### src/rtl/dot_pkg.sv
// Shared constants and reader FSM encoding for the dotProduct vector memories.
package dot_pkg;

  localparam int DOT_DATA_WIDTH = 8;
  localparam int DOT_ADDR_WIDTH = 4;

  typedef enum logic [1:0] {
    ST_IDLE  = 2'd0,
    ST_FETCH = 2'd1,
    ST_FLUSH = 2'd2,
    ST_DONE  = 2'd3
  } rdState_e;

endpackage

### src/rtl/rd_skid_fifo.sv
// Two-entry FIFO whose head falls through to the incoming word when empty,
// so a read return can be presented in the same cycle it arrives.
module rd_skid_fifo #(
  parameter int DATA_WIDTH = 8
) (
  input  logic                  clk_i,
  input  logic                  rst_i,
  input  logic                  push_i,
  input  logic                  pop_i,
  input  logic [DATA_WIDTH-1:0] data_i,
  output logic                  valid_o,
  output logic [DATA_WIDTH-1:0] head_o,
  output logic [1:0]            count_o
);

  logic [DATA_WIDTH-1:0] mem_q [2];
  logic                  rdPtr_q, wrPtr_q;
  logic [1:0]            count_q, count_d;
  logic                  empty, doPop, bypass, doWrite, doRead;

  assign empty   = (count_q == 2'd0);
  assign valid_o = !empty || push_i;
  assign head_o  = !empty ? mem_q[rdPtr_q] : (push_i ? data_i : '0);
  assign count_o = count_q;

  // A word arriving into an empty FIFO and taken immediately is never stored.
  assign doPop   = pop_i && valid_o;
  assign bypass  = empty && push_i && doPop;
  assign doWrite = push_i && !bypass;
  assign doRead  = doPop && !empty;
  assign count_d = count_q + {1'b0, doWrite} - {1'b0, doRead};

  always_ff @(posedge clk_i) begin
    if (rst_i) begin
      mem_q[0] <= '0;
      mem_q[1] <= '0;
      rdPtr_q  <= 1'b0;
      wrPtr_q  <= 1'b0;
      count_q  <= 2'd0;
    end else begin
      if (doWrite) begin
        mem_q[wrPtr_q] <= data_i;
        wrPtr_q        <= !wrPtr_q;
      end
      if (doRead) begin
        rdPtr_q <= !rdPtr_q;
      end
      count_q <= count_d;
    end
  end

endmodule

### src/rtl/dot_vec_reader.sv
// Read sequencer: walks an address window of a 1-cycle-latency memory and
// streams the words out on valid/ready with a last flag on the final element.
module dot_vec_reader
  import dot_pkg::*;
#(
  parameter int DATA_WIDTH = DOT_DATA_WIDTH,
  parameter int ADDR_WIDTH = DOT_ADDR_WIDTH,
  parameter int LEN_WIDTH  = ADDR_WIDTH + 1
) (
  input  logic                  clk,
  input  logic                  rst_n,
  input  logic                  start,
  input  logic [ADDR_WIDTH-1:0] base_addr,
  input  logic [LEN_WIDTH-1:0]  length,
  output logic                  busy,
  output logic                  done,
  output logic                  mem_read_en,
  output logic [ADDR_WIDTH-1:0] mem_read_address,
  input  logic [DATA_WIDTH-1:0] mem_data_out,
  output logic                  out_valid,
  input  logic                  out_ready,
  output logic [DATA_WIDTH-1:0] out_data,
  output logic                  out_last
);

  rdState_e              state_q, state_d;
  logic [ADDR_WIDTH-1:0] addr_q, addr_d;
  logic [LEN_WIDTH-1:0]  issueRem_q, issueRem_d;
  logic [LEN_WIDTH-1:0]  deliverRem_q, deliverRem_d;
  logic                  inflight_q, inflight_d;
  logic [1:0]            fifoCount, occupancy;
  logic                  issue, handshake;

  rd_skid_fifo #(
    .DATA_WIDTH(DATA_WIDTH)
  ) u_fifo (
    .clk_i   (clk),
    .rst_i   (rst_n),
    .push_i  (inflight_q),
    .pop_i   (out_ready),
    .data_i  (mem_data_out),
    .valid_o (out_valid),
    .head_o  (out_data),
    .count_o (fifoCount)
  );

  // Never have more words stored or in flight than the FIFO can absorb.
  assign occupancy = fifoCount + {1'b0, inflight_q};
  assign issue     = (state_q == ST_FETCH) && (occupancy < 2'd2);
  assign handshake = out_valid && out_ready;

  assign mem_read_en      = issue;
  assign mem_read_address = addr_q;
  assign busy             = (state_q == ST_FETCH) || (state_q == ST_FLUSH);
  assign done             = (state_q == ST_DONE);
  assign out_last         = out_valid && (deliverRem_q == LEN_WIDTH'(1));

  always_comb begin
    state_d      = state_q;
    addr_d       = addr_q;
    issueRem_d   = issueRem_q;
    deliverRem_d = deliverRem_q;
    inflight_d   = issue;
    if (handshake) begin
      deliverRem_d = deliverRem_q - LEN_WIDTH'(1);
    end
    unique case (state_q)
      ST_IDLE: begin
        if (start) begin
          if (length != '0) begin
            state_d      = ST_FETCH;
            addr_d       = base_addr;
            issueRem_d   = length;
            deliverRem_d = length;
          end else begin
            state_d = ST_DONE;
          end
        end
      end
      ST_FETCH: begin
        if (issue) begin
          addr_d     = addr_q + ADDR_WIDTH'(1);
          issueRem_d = issueRem_q - LEN_WIDTH'(1);
          if (issueRem_q == LEN_WIDTH'(1)) begin
            state_d = ST_FLUSH;
          end
        end
      end
      ST_FLUSH: begin
        if (handshake && out_last) begin
          state_d = ST_DONE;
        end
      end
      ST_DONE: begin
        state_d = ST_IDLE;
      end
      default: state_d = ST_IDLE;
    endcase
  end

  always_ff @(posedge clk) begin
    if (rst_n) begin
      state_q      <= ST_IDLE;
      addr_q       <= '0;
      issueRem_q   <= '0;
      deliverRem_q <= '0;
      inflight_q   <= 1'b0;
    end else begin
      state_q      <= state_d;
      addr_q       <= addr_d;
      issueRem_q   <= issueRem_d;
      deliverRem_q <= deliverRem_d;
      inflight_q   <= inflight_d;
    end
  end

endmodule

### config.mk
export PLATFORM = sky130hd
export DESIGN_NAME = dot_vec_reader
export DESIGN_NICKNAME = d
export VERILOG_FILES = /design/src/rtl/dot_pkg.sv /design/src/rtl/rd_skid_fifo.sv /design/src/rtl/dot_vec_reader.sv
export SDC_FILE = /design/constraint.sdc
export NUM_CORES = 1
export LEC_CHECK = 0
export ABC_AREA = 1
export CORE_MARGIN = 4
export CORE_UTILIZATION = 25
export DETAILED_ROUTE_END_ITERATION = 16
export PLACE_DENSITY_LB_ADDON = 0.12
export SLEW_MARGIN = 10
export SYNTH_ARGS = -nofsm -noshare
export SYNTH_HDL_FRONTEND = slang
export SYNTH_SLANG_ARGS = --single-unit
### constraint.sdc
create_clock -name clk -period 1.67 [get_ports clk]
set_input_delay 0.167 -clock clk [delete_from_list [all_inputs] [get_ports clk]]
set_output_delay 0.167 -clock clk [all_outputs]
set_load 0.005 [all_outputs]
[Word level (Yosys, flattened, before mapping)]
Memory sizes are Yosys's and may differ from the RTL's. A register that Yosys moved wholly into a read port is not among the register bits.
Cells that the tools add are included.
Word-level totals
  register bits after elaboration: 21
  bits in writable memories: 16
  input port bits: 21
  output and inout port bits: 17
  word-level logic and storage cells: 77
  memories kept: 1
Memories
  u_fifo.mem_q: depth 2, width 8, rd ports 1, clocked after memory_dff 1, write ports 2, RTL line rd_skid_fifo.sv:16  | logic [DATA_WIDTH-1:0] mem_q [2];
Cells by class
  $add $sub $neg: 6
  magnitude comparators: 1
  equal/unequal tests: 10
  multiplexer cells: 30
  reductions and logical operators: 21
Operators by type and width (count)
  $mux 5: 7
  $mux 8: 3
  $mux 4: 3
  $eq 5x1->1 const B: 2
  $mux 2: 5
  $pmux 5 s2: 1
  $sub 5x1->5 const B: 2
  $mux 1: 9
  $logic_and 1x1->1: 8
  $pmux 2 s4: 1
  $pmux 4 s2: 1
  $reduce_and 4->1: 2
  $reduce_or 8->1: 1
  $ne 2x2->1 const B: 3
  $reduce_bool 5->1: 1
  $add 2x1->2: 2
  $add 4x1->4 const B: 1
  $eq 2x2->1 const B: 2
  $logic_not 1->1: 4
  $logic_not 2->1: 2
  $ne 2x1->1 const B: 2
  $eq 2x1->1 const B: 1
  $logic_or 1x1->1: 2
  $lt 2x2->1 const B: 1
  2 further kinds: 2

[Depth between registers and ports, before layout]
  depth after elaboration: 12
  gate-level depth with buffers: 10
  mapped depth without buffers: 10

[By module]
A second synthesis with hierarchy kept.
Second synthesis, totals
  cell total of the unflattened synthesis: 315
  area, all modules: 2367.3 um2
Modules (own cells, without submodules)
  dot_vec_reader: times used 1, cells an instance 200, area each 1351.3 um2
  rd_skid_fifo: times used 1, cells an instance 115, area each 1016.0 um2

[Least setup slack after synthesis]
Ideal clock, no wire load.
  path type: reg2reg
  from: register u_fifo.count_q[0], in the netlist u_fifo.count_o[0]
  to: register u_fifo.count_q[1], in the netlist u_fifo.count_o[1]
  library setup time: 0.121 ns
  arrival: 1.352 ns
  required time: 1.549 ns
  path slack: 0.198 ns
  stages on the path, launching flop included: 10
  buffers on the path: 0
  clock period less this slack: 1.472 ns
  cell sequence: dfxtp_1 > nor2_4 > nand2_4 > nand2_4 > nor2_4 > ha_1 > inv_1 > nand2_1 > o21ai_0 > a21oi_1
On the way
  elaborated cells on any way between the ends: 11
  those cells by class: add/sub (2); reduce/logical (9)
RTL lines
  start: declaration: RTL line rd_skid_fifo.sv:18  | logic [1:0] count_q, count_d;
  start signal: assignment: RTL line rd_skid_fifo.sv:48  | count_q <= count_d;
  $logic_not 2->1: RTL line rd_skid_fifo.sv:21  | assign empty = (count_q == 2'd0);
  $logic_not 1->1: RTL line rd_skid_fifo.sv:22  | assign valid_o = !empty || push_i;
  $logic_or 1x1->1: RTL line rd_skid_fifo.sv:22
  via out_valid: RTL line dot_vec_reader.sv:20  | output logic out_valid,
  $logic_and 1x1->1: RTL line rd_skid_fifo.sv:27  | assign doPop = pop_i && valid_o;
  $logic_and 1x1->1: RTL line rd_skid_fifo.sv:30  | assign doRead = doPop && !empty;
  via u_fifo.doRead: RTL line rd_skid_fifo.sv:19  | logic empty, doPop, bypass, doWrite, doRead;
  $sub 2x1->2: RTL line rd_skid_fifo.sv:31  | assign count_d = count_q + {1'b0, doWrite} - {1'b0, doRead};
The timed path passes the listed nets, and every way through them passes these cells.
A chain may end at the register's enable or synchronous reset.

[Worst setup path in the final report]
  from: register u_fifo.count_q[1], in the netlist u_fifo.count_o[1]
  to: output out_data[3]
On the way
  word-level cells in the longest chain between the ends: 2
RTL lines
  $logic_not 2->1: RTL line rd_skid_fifo.sv:21
  $mux 8: RTL line rd_skid_fifo.sv:23  | assign head_o = !empty ? mem_q[rdPtr_q] : (push_i ? data_i : '0);
  end: declaration: RTL line dot_vec_reader.sv:22  | output logic [DATA_WIDTH-1:0] out_data,
No other way between the ends.

==> key figures <==
Layout
  • Total inserted antenna cells: 0
  • Layout Area Growth over Synthesis: 40.42%
  • Final layout net count: 389
  • Most common library cell in the layout ignoring fill and taps: nand2_1
  • Utilization after layout: 35.81%
  • Cell area after layout: 3108 µm²
  • Filler-free cell count of the finished design: about 470
  • Highest-count cells in the layout ignoring fill and taps: nand2_1, nor2_1, inv_1
  • Proportion of layout cells with a drive suffix above 1: about a fifth

Drt
  • Vias after detailed routing: roughly 2000
  • Detailed-route wire length per cell: 11.65 µm
  • Number of DRC violations after detailed routing: 0
  • Number of iterations in the first detailed-routing pass: 5
  • Total Routed Length: about 5.4 mm
  • Vias per cell: 4.288
  • Starting DRC count in detailed routing: 54
  • Final antenna-violating net count: 0

Place
  • Area post-placement: 2872 µm²
  • Pre-CTS setup slack: 0.004488 ns
  • Routability congestion estimate from global placement: 0.7706
  • Port Buf Inserts: 37
  • Post-DP HPWL: 4.164 mm
  • Number of placed cells counting well taps: approximately 450

Critical path
  • Destination of the worst register-to-register timing path: u_fifo.count_o[1]
  • Worst Path Arrival: approximately 1.4 ns
  • Path type of the worst setup path: reg2out
  • Start point of the critical path: u_fifo.count_o[1]
  • Nature of the critical path endpoint: output pin
  • Beginning of the worst register-to-register path: u_fifo.count_o[1]
  • Worst reg2reg setup slack: 0.12 ns
  • Peak fanout along the critical path: 4
  • Worst EP required: 1.50 ns
  • Startpoint types: flop
  • Cell depth of the worst flop-to-flop path: 10

CTS
  • Number of buffers on the longest clock path: 2
  • Worst skew pair latency: roughly 0.29 ns
  • CTS tree: done
  • Count of hold buffers inserted by post-cts repair: 0
  • H-tree lvl count: 2
  • Cell at the root of the clock tree: clkbuf_8
  • Worst-path clk slew: 0.09 ns
  • TritonCTS Buffers: 5
  • Clock tree sinks: 38

Timing
  • Clock period minus worst slack: 1.589 ns
  • Worst clock skew on the final layout: 0.01441 ns
  • Period utilisation layout: 95.18%
  • Setup repair after global routing missed its margin: yes
  • Hold slack: 0.4390 ns
  • Max-slew violations: 0
  • TNS Setup: 0 ns
  • Final count of hold timing violations: 0
  • Slew @ Worst Pin: 0.2495 ns
  • Crit path setup slack, layout: between 0.08 and 0.09 ns
  • Slew HR: 83.33%
  • Maximum clock rate: about 630 MHz
  • Setup-failing EPs final: 0

Yosys
  • Register area share after synthesis: about two fifths
  • Synthesized instance count: 292
  • Mean cell area of the mapped netlist: 7.580 µm²
  • Cell type with the highest aggregate area in the netlist: edfxtp_1
  • Count of flip-flops with a built-in enable after synthesis: 16
  • FF+latch count, synth: 38
  • Number of nets in the synthesized netlist: 324
  • Distinct cell type count after synthesis: 30
  • Count of yosys warnings during synthesis: 0
  • Ys flop type: dfxtp_1
  • Synth top area share: 21.71%
  • Top cells by area, synth: edfxtp_1, dfxtp_1, nand2_1
  • Cell area after synthesis: 2213 µm²
  • Post-synth ARST share: 0%

Power
  • IR Drop Worst-Case VDD: about 0.65 mV
  • Total power: 4.082 mW
  • Static leakage: 1.438 nW
  • Power Density: 1313 nW/µm²

GRT
  • Largest net degree at the start of global routing: 14
  • Number of global-route vias before repair: just under 2000
  • GRT overflow: 0
  • Overall Global Routing Usage: between 10% and 20%
  • First-pass GRT wire length: approximately 9.1 mm
  • Number of antenna violations at the first check in global routing: 0

Die
  • Height of the chip: 102.1 µm
  • Initial core utilization: 25.50%
  • Standard-cell rows: 34
  • Total Die Area: around 10000 µm²
  • Core area: 8678 µm²
  • DIE WIDTH: 102.1 µm
  • Number of top-level design ports: 38

Status
  • Status: finished, final reports clean

Min path
  • Startpoint of the most critical hold path: u_fifo.rdPtr_q
  • Worst Hold Path Cells: 1
  • Hold/Removal Path Class: reg2reg

Job
  • Max Cap Viol: 0
## critical path: stages, from the launching register on
cell and delay [ns]:
dfxtp_4 0.36, nor2_4 0.16, nand2_4 0.10, buf_4 0.15, o22ai_1 0.14, clkdlybuf4s15_1 0.22
## where the power goes
group	total, mW	leakage [nW]	internal (mW)	switching, mW
Combinational	1.83	1.02	0.839	0.992
Clock	0.958	0.0683	0.599	0.359
Sequential	1.29	0.349	1.15	0.143
## worst max-delay path by stage
stage                                    to  slack (ns)  cells past startpoint
after global placement          out_data[2]       -0.01                      4
after CTS                       out_data[5]       0.004                      5
final                           out_data[3]        0.08                      5
after detailed placement        out_data[2]       0.004                      4
after global routing      u_fifo.count_o[1]       -0.01                     10
after floorplan           u_fifo.count_o[1]        0.20                      9
## cells in the mapped netlist (all sizes together) (2+ instances only)
master and count:
nand2 67, nor2 59, inv 41, o21ai 26
dfxtp 22, edfxtp 16, nand3 15, a21oi 12
ha 11, o22ai 9, buf 4, nand4 3
or2 2
## flip-flops by register name, summed over array words and instances, names as in the netlist, named ones only
name and flops:
deliverRem_q 5, inflight_q 1, issueRem_q 5, mem_read_address 4, state_q 2, u_fifo.count_o 2
u_fifo.mem_q 16, u_fifo.rdPtr_q 1, u_fifo.wrPtr_q 1
## cells by family after synthesis
group | share of synthesized area (%)
compound gates | 12.49
xor+xnor | 0.7916
fa+ha+maj | 6.218
buf+inv | 8.197
flops | 41.61
simple gates | 30.70
## repair_timing
item | in CTS | in global routing
pin swaps | 1 | 2
endpoints found under the hold margin | 0 | 0
gates resized for setup | 33 | 8
setup endpoints to repair | 12 | 9
buffers inserted | 4 | 1
## final cells by class
| type | count | area [µm²] |
|---|---|---|
| Clock inverter | 3 | 68.82 |
| Tap cell | 108 | 135.1 |
| Timing Repair Buffer | 62 | 593.1 |
| Clock buffer | 5 | 68.82 |
| Fill cell | 946 | 5570 |
| Sequential cell | 38 | 930.9 |
| Multi-Input combinational cell | 209 | 1150 |
| Inverter | 41 | 161.4 |
## routing by layer
layer	global-route usage [%]	vias up	wire (µm)
met4	3.027	0	57
met2	19.04	33	2657
met5	0	-	0
li1	-	1075	-
met1	13.99	885	2538
met3	2.321	5	178
No activity file was read; power rests on OpenSTA's default activity.
